## src/rtl/id_ex_pipe.sv

```systemverilog
// rtl/id_ex_pipe.sv - ID to EX pipeline register with valid/ready handshake and optional skid entry
// Masked fields take reset values on reset, flush and bubble; unmasked fields hold until a real transfer.
module id_ex_pipe #(
  parameter int                        DATA_WIDTH = 32,
  parameter int                        NUM_FIELDS = 8,
  parameter int                        INST_FIELD = 4,
  parameter logic [DATA_WIDTH-1:0]     NOP_VAL    = 32'h00000013,
  parameter logic [NUM_FIELDS-1:0]     RST_MASK   = 8'b0001_1111,
  parameter int                        SKID       = 1,
  parameter int                        CNT_WIDTH  = 16
) (
  input  logic                             clk,
  input  logic                             rst,
  input  logic                             flush,
  input  logic                             in_valid,
  output logic                             in_ready,
  input  logic [NUM_FIELDS*DATA_WIDTH-1:0] in_data,
  output logic                             out_valid,
  input  logic                             out_ready,
  output logic [NUM_FIELDS*DATA_WIDTH-1:0] out_data,
  output logic [1:0]                       occupancy,
  output logic [CNT_WIDTH-1:0]             stall_cycles
);

  localparam int W = NUM_FIELDS * DATA_WIDTH;

  logic         m_valid, s_valid;
  logic [W-1:0] m_data, s_data;
  logic         m_valid_nxt, s_valid_nxt;
  logic [W-1:0] m_data_nxt, s_data_nxt;
  logic         in_fire, out_fire, m_free;

  function automatic logic [W-1:0] clear_fields(input logic [W-1:0] d);
    logic [W-1:0] r;
    r = d;
    for (int i = 0; i < NUM_FIELDS; i++) begin
      if (RST_MASK[i]) begin
        r[i*DATA_WIDTH +: DATA_WIDTH] = (i == INST_FIELD) ? NOP_VAL : '0;
      end
    end
    return r;
  endfunction

  // With a skid entry, in_ready depends only on the registered skid state.
  generate
    if (SKID != 0) begin : g_skid
      assign in_ready = !s_valid;
    end else begin : g_noskid
      assign in_ready = !m_valid || out_ready;
    end
  endgenerate

  assign in_fire   = in_valid && in_ready;
  assign out_fire  = m_valid && out_ready;
  assign m_free    = out_fire || !m_valid;
  assign out_valid = m_valid;
  assign out_data  = m_data;

  always_comb begin
    m_valid_nxt = m_valid;
    s_valid_nxt = s_valid;
    m_data_nxt  = m_data;
    s_data_nxt  = s_data;
    if (flush) begin
      m_valid_nxt = 1'b0;
      s_valid_nxt = 1'b0;
      m_data_nxt  = clear_fields(m_data);
      s_data_nxt  = clear_fields(s_data);
    end else if (m_free) begin
      if (s_valid) begin
        m_valid_nxt = 1'b1;
        m_data_nxt  = s_data;
        s_valid_nxt = 1'b0;
      end else if (in_fire) begin
        m_valid_nxt = 1'b1;
        m_data_nxt  = in_data;
      end else begin
        m_valid_nxt = 1'b0;
        m_data_nxt  = clear_fields(m_data);
      end
    end else if (in_fire && (SKID != 0)) begin
      s_valid_nxt = 1'b1;
      s_data_nxt  = in_data;
    end
  end

  always_ff @(posedge clk) begin
    if (!rst) begin
      m_valid      <= 1'b0;
      s_valid      <= 1'b0;
      m_data       <= clear_fields(m_data);
      s_data       <= clear_fields(s_data);
      occupancy    <= 2'd0;
      stall_cycles <= '0;
    end else begin
      m_valid   <= m_valid_nxt;
      s_valid   <= s_valid_nxt;
      m_data    <= m_data_nxt;
      s_data    <= s_data_nxt;
      occupancy <= {1'b0, m_valid_nxt} + {1'b0, s_valid_nxt};
      if (m_valid && !out_ready && (stall_cycles != {CNT_WIDTH{1'b1}})) begin
        stall_cycles <= stall_cycles + 1'b1;
      end
    end
  end

endmodule

```

## config.mk

```make
export PLATFORM = sky130hd
export DESIGN_NAME = id_ex_pipe
export DESIGN_NICKNAME = d
export VERILOG_FILES = /design/src/rtl/id_ex_pipe.sv
export SDC_FILE = /design/constraint.sdc
export NUM_CORES = 1
export LEC_CHECK = 0
export CAP_MARGIN = 20
export CORE_MARGIN = 1
export CORE_UTILIZATION = 35
export DETAILED_ROUTE_END_ITERATION = 10
export SYNTH_ARGS = -nofsm -noshare
export SYNTH_HDL_FRONTEND = slang
export SYNTH_SLANG_ARGS = --single-unit
```

## constraint.sdc

```tcl
create_clock -name clk -period 11.8 [get_ports clk]
set_input_delay 2.36 -clock clk [delete_from_list [all_inputs] [get_ports clk]]
set_output_delay 2.36 -clock clk [all_outputs]
set_load 0.01 [all_outputs]
```

---- Word-level counts from Yosys, hierarchy flattened ----
Index checks and enable logic that the tools add are counted.
Widths: inputs -> output; s select.
cells by class
  add/subtract/negate cells ............... 2
  bitwise logic cells ..................... 3
  mux-type cells .......................... 9
  reduce and logical (&&, ||, !) cells .... 13
  eq/ne operators ......................... 1
operators with widths
  operator               count
  $mux 256               2
  $add 16x1->16 const B  1
  $ne 16x16->1 const B   1
  $reduce_and 4->1       2
  $mux 1                 7
  $logic_and 1x1->1      4
  $logic_not 1->1        3
  $not 1->1              3
  $add 1x1->2            1
  $reduce_and 2->1       1
  $reduce_bool 2->1      1
  $reduce_or 2->1        1
  $logic_or 1x1->1       1
storage, ports and cells
  output and inout bits ................... 276
  input bits .............................. 261
  register bits ........................... 532
  logic and storage cells ................. 36

---- Depth between registers and ports, before layout ----
  word-level depth ........................ 7
  mapped depth ............................ 9
  gate-level depth less buffers ........... 5

---- Worst setup path before layout ----
Ideal clock, no wire load.
  path type ............................... input to register
  start point ............................. input port out_ready
  end point ............................... register m_data[160], in the netlist out_data[160], enable pin
  path slack .............................. 1550 ps
  buffers on the path ..................... 3
  setup time .............................. 668 ps
  cell stages on the path ................. 5
  data arrival time ....................... 9582 ps
  required time ........................... 11132 ps
  cell sequence ........................... and2b_1 -> buf_2 -> buf_2 -> buf_2 -> nor3_1
on the way
  word-level cells in the longest chain between the ends .. 3
ends and longest elaborated chain
  element                     RTL line  source
  start: declaration          19        input logic out_ready,
  $logic_and 1x1->1           54        assign out_fire = m_valid && out_ready;
  $logic_or 1x1->1            55        assign m_free = out_fire || !m_valid;
  $reduce_and 4->1 (no line)  --
  end signal: assignment      91        m_data <= clear_fields(m_data);
  end signal: assignment      98        m_data <= m_data_nxt;
  end: declaration            28        logic [W-1:0] m_data, s_data;
No other way between the ends.
A chain may end at the register's enable or synchronous reset.

---- Final worst setup path ----
  start point ............................. input port in_valid
  end point ............................... register s_data[59]
on the way
  word-level cells in the longest chain between the ends .. 2
ends and longest elaborated chain
  element                     RTL line  source
  start: declaration          15        input logic in_valid,
  $logic_and 1x1->1           53        assign in_fire = in_valid && in_ready;
  $reduce_and 2->1 (no line)  --
  end signal: assignment      92        s_data <= clear_fields(s_data);
  end signal: assignment      99        s_data <= s_data_nxt;
  end: declaration            28
No other way between the ends.

==> qor.yml <==
status: "finished with violations"
failed_checks: "design-rule violations"
grt_max_degree: 164
synthesis.area_mm2: 0.0204
highest_layer: "met5"
area_growth_pct: 37.4
fin_crit_ps: 5610
fin_tns_setup_ps: 0
routabilityCongestion: 0.798
worst_slew_pin_slew_ps: 1140
rows: 88
p_int_uw: 3170
cts_tree: "yes"
grt_pass1_wl_um: 99400
p_clk_share_pct: 43.9
clk_latency_ps: 600
crit_cells: 7
max_clock_freq_ghz: 0.178
die_h_um: 244
end_kind: "flop"
dr_wl_met2_um: 31000
coreArea_mm2: 0.0577
max_slew_margin_pct: 24.1
die_x_um: 244
hpwl_um: 42200
post_drt_wl_per_cell_um: 20.1
htree_levels: 2
cap_violations: 0
ys_ff_latch: 532
power.leakage_uw: 0.0102
rsz0062_at_grt: "no"
root_buffer: "clkbuf_16"
crit_type: "in2reg"
min_path_type: "reg2reg"
startpoint_type: "input pin"
critical_path.top_delay_family: "buffers and inverters"
antenna_found_initial: 15
p_per_area_mw_per_mm2: 145
cts.sinks: 532
drc: 4
dp.cells: 3158
via_count: 17043
pin_count: 537
combPwrFrac_pct: 8.2
clockBufferDepth: 3
swShare_pct: 22.4
setup_violations: 0
synth.net_count: 2290
netlist_instances: 2027
finalMaxSlewViolations: 0
numCtsBuffers: 58
synth_seq_area_share_pct: 61.6
crit_required_ps: 12310
initial_core_util_pct: 35.4
first_iter_violations: 1010
period_share_pct: 47.5
ir_drop_uv: 123
drtPass1Iterations: 10
clk_pin_slew_ps: 60
crit_top_cell: "buf_4"
cts_hold_buf: 0
fp.dieArea_mm2: 0.0593
route.met3.wl_um: 5340
viasPerCell: 5.22
first_global_vias: 16572
wirelength_um: 65800
synth_cell_type_count: 43
holdPathStages: 2
seqPwrFrac_pct: 47.9
holdWs_ps: 453
grt_overflow_total: 0
drive_above_1_share_pct: 4.76
reg2reg_depth: 6
crit_chain: "buf_4, nor2b_4, buf_4, and2_4, buf_4, nand2_1, a21oi_1"
ant_nets: 0
stdcell_count: 3268
syn_area_per_cell_um2: 10.1
cpMaxStageDelayCell: "buf_4"
worst_path_largest_cell_delay_ps: 900
drt-met1-wl_um: 27800
num-nets-final: 2716
ctsResizeCount: 0
post_cts_buffers: 0
yosys_warnings: 0
hold_violations: 0
worst-path-buf-inv: 3
finClkSkew_ps: 14.1
p_switching_uw: 914
grt.total_usage_pct: 21.3
io_buffers: 536
cp.arrival_ps: 6120
fill_cells: 5354
crit_fanout: 97
==> through the flow <==
stage	instance area, um^2	util [%]	setup WS [ps]	total power [uW]
finish	28000	48.6	6190	4080
floorplan	20400	-	1550	2130
CTS	28000	48.6	6180	4130
detailed placement	26200	45.3	5520	2330
global route	28000	48.6	5910	4220
global placement	26200	45.3	5600	2330
==> cell type report <==
type	count	area, um^2	share of cell area [%]
antenna	4	10.0	0.0357
clock buffer	77	1620	5.79
clock inverter	29	267	0.950
inverter	7	27.5	0.0981
multi-input combinational	1301	7090	25.3
sequential	532	12600	44.8
tap	765	957	3.41
timing repair buffer	553	5500	19.6
==> flip-flops by register name (all words and copies together) (netlist names) <==
name and cells:
occupancy 2, out_data 256, out_valid 1, s_data 256
s_valid 1, stall_cycles 16
==> routing by layer <==
metal  track usage [%]  up-vias
met5                 0        -
met4              6.43       18
met3              6.42      102
met2              34.6      529
met1              27.2     8249
li1                  -     8145
==> synth_stat cells <==
library cell | n | share of area [%]
dfxtp_1 | 340 | 33
nand2_1 | 329 | 6.0
edfxtp_1 | 192 | 28
a21oi_1 | 169 | 4.1
nor2_1 | 163 | 3.0
nor3_1 | 161 | 3.9
a211oi_1 | 160 | 5.9
and3_1 | 158 | 4.8
clkbuf_1 | 135 | 2.5
a22o_1 | 96 | 4.1
buf_2 | 35 | 0.86
buf_1 | 9 | 0.17
buf_4 | 7 | 0.26
inv_1 | 7 | 0.13
nand2b_1 | 6 | 0.18
and2_1 | 5 | 0.15
mux2i_1 | 5 | 0.25
o21ai_0 | 5 | 0.12
and4_1 | 4 | 0.17
nand4_1 | 4 | 0.12
a31oi_1 | 3 | 0.092
o211ai_1 | 3 | 0.11
o31ai_1 | 3 | 0.11
or3_1 | 3 | 0.092
or4_1 | 3 | 0.11
ha_1 | 2 | 0.12
nand4_4 | 2 | 0.21
nor4_1 | 2 | 0.061
o41ai_1 | 2 | 0.086
a21o_1 | 1 | 0.037
a311oi_1 | 1 | 0.043
a41oi_1 | 1 | 0.043
and2_0 | 1 | 0.031
and2b_1 | 1 | 0.037
and4b_1 | 1 | 0.049
buf_6 | 1 | 0.055
nand3_1 | 1 | 0.024
nand4b_1 | 1 | 0.043
nor2b_1 | 1 | 0.031
nor4bb_1 | 1 | 0.049
o21a_1 | 1 | 0.037
o311ai_0 | 1 | 0.043
o31a_1 | 1 | 0.043
==> logic make-up (layout without fill, tap and decap cells) <==
logic type,Yosys count,count (layout),synth area share (%)
compound gates,447,447,14.9
fa+ha+maj,2,2,0.123
buf+inv,194,666,3.95
flops,532,532,61.6
mux,5,5,0.245
other cells,0,4,0
simple gates,847,847,19.2
==> final timing paths <==
| kind | start | slack (ps) | to |
|---|---|---|---|
| max | in_valid | 6190 | s_data[59] |
| min | s_data[31] | 450 | s_data[31] |
| max reg2reg | s_valid | 8090 | s_data[59] |
| min reg2reg | s_data[31] | 450 | s_data[31] |
==> tightest hold or removal path, cell delays in order, from the launching register on <==
cell and delay, ps:
dfxtp_1 310, nand2_1 50, a21oi_1 50
==> layout by cell type, fill, tap and decap left out, drive strengths merged, types with 9 or more instances in the layout <==
master and instances:
clkdlybuf4s50 535, dfxtp 340, nand2 329, edfxtp 192
a21oi 169, nor2 163, nor3 161, a211oi 160
and3 158, a22o 96, clkbuf 77, clkinv 22
buf 18, inv 9
==> power by group through the flow <==
stage | clock network [uW] | logic, uW | registers (uW)
floorplan | 0 | 121 | 2010
global placement | 0 | 331 | 1990
detailed placement | 0 | 335 | 1990
CTS | 1840 | 337 | 1960
global route | 1910 | 359 | 1960
finish | 1790 | 334 | 1950
No activity file was read; power rests on OpenSTA's default activity.
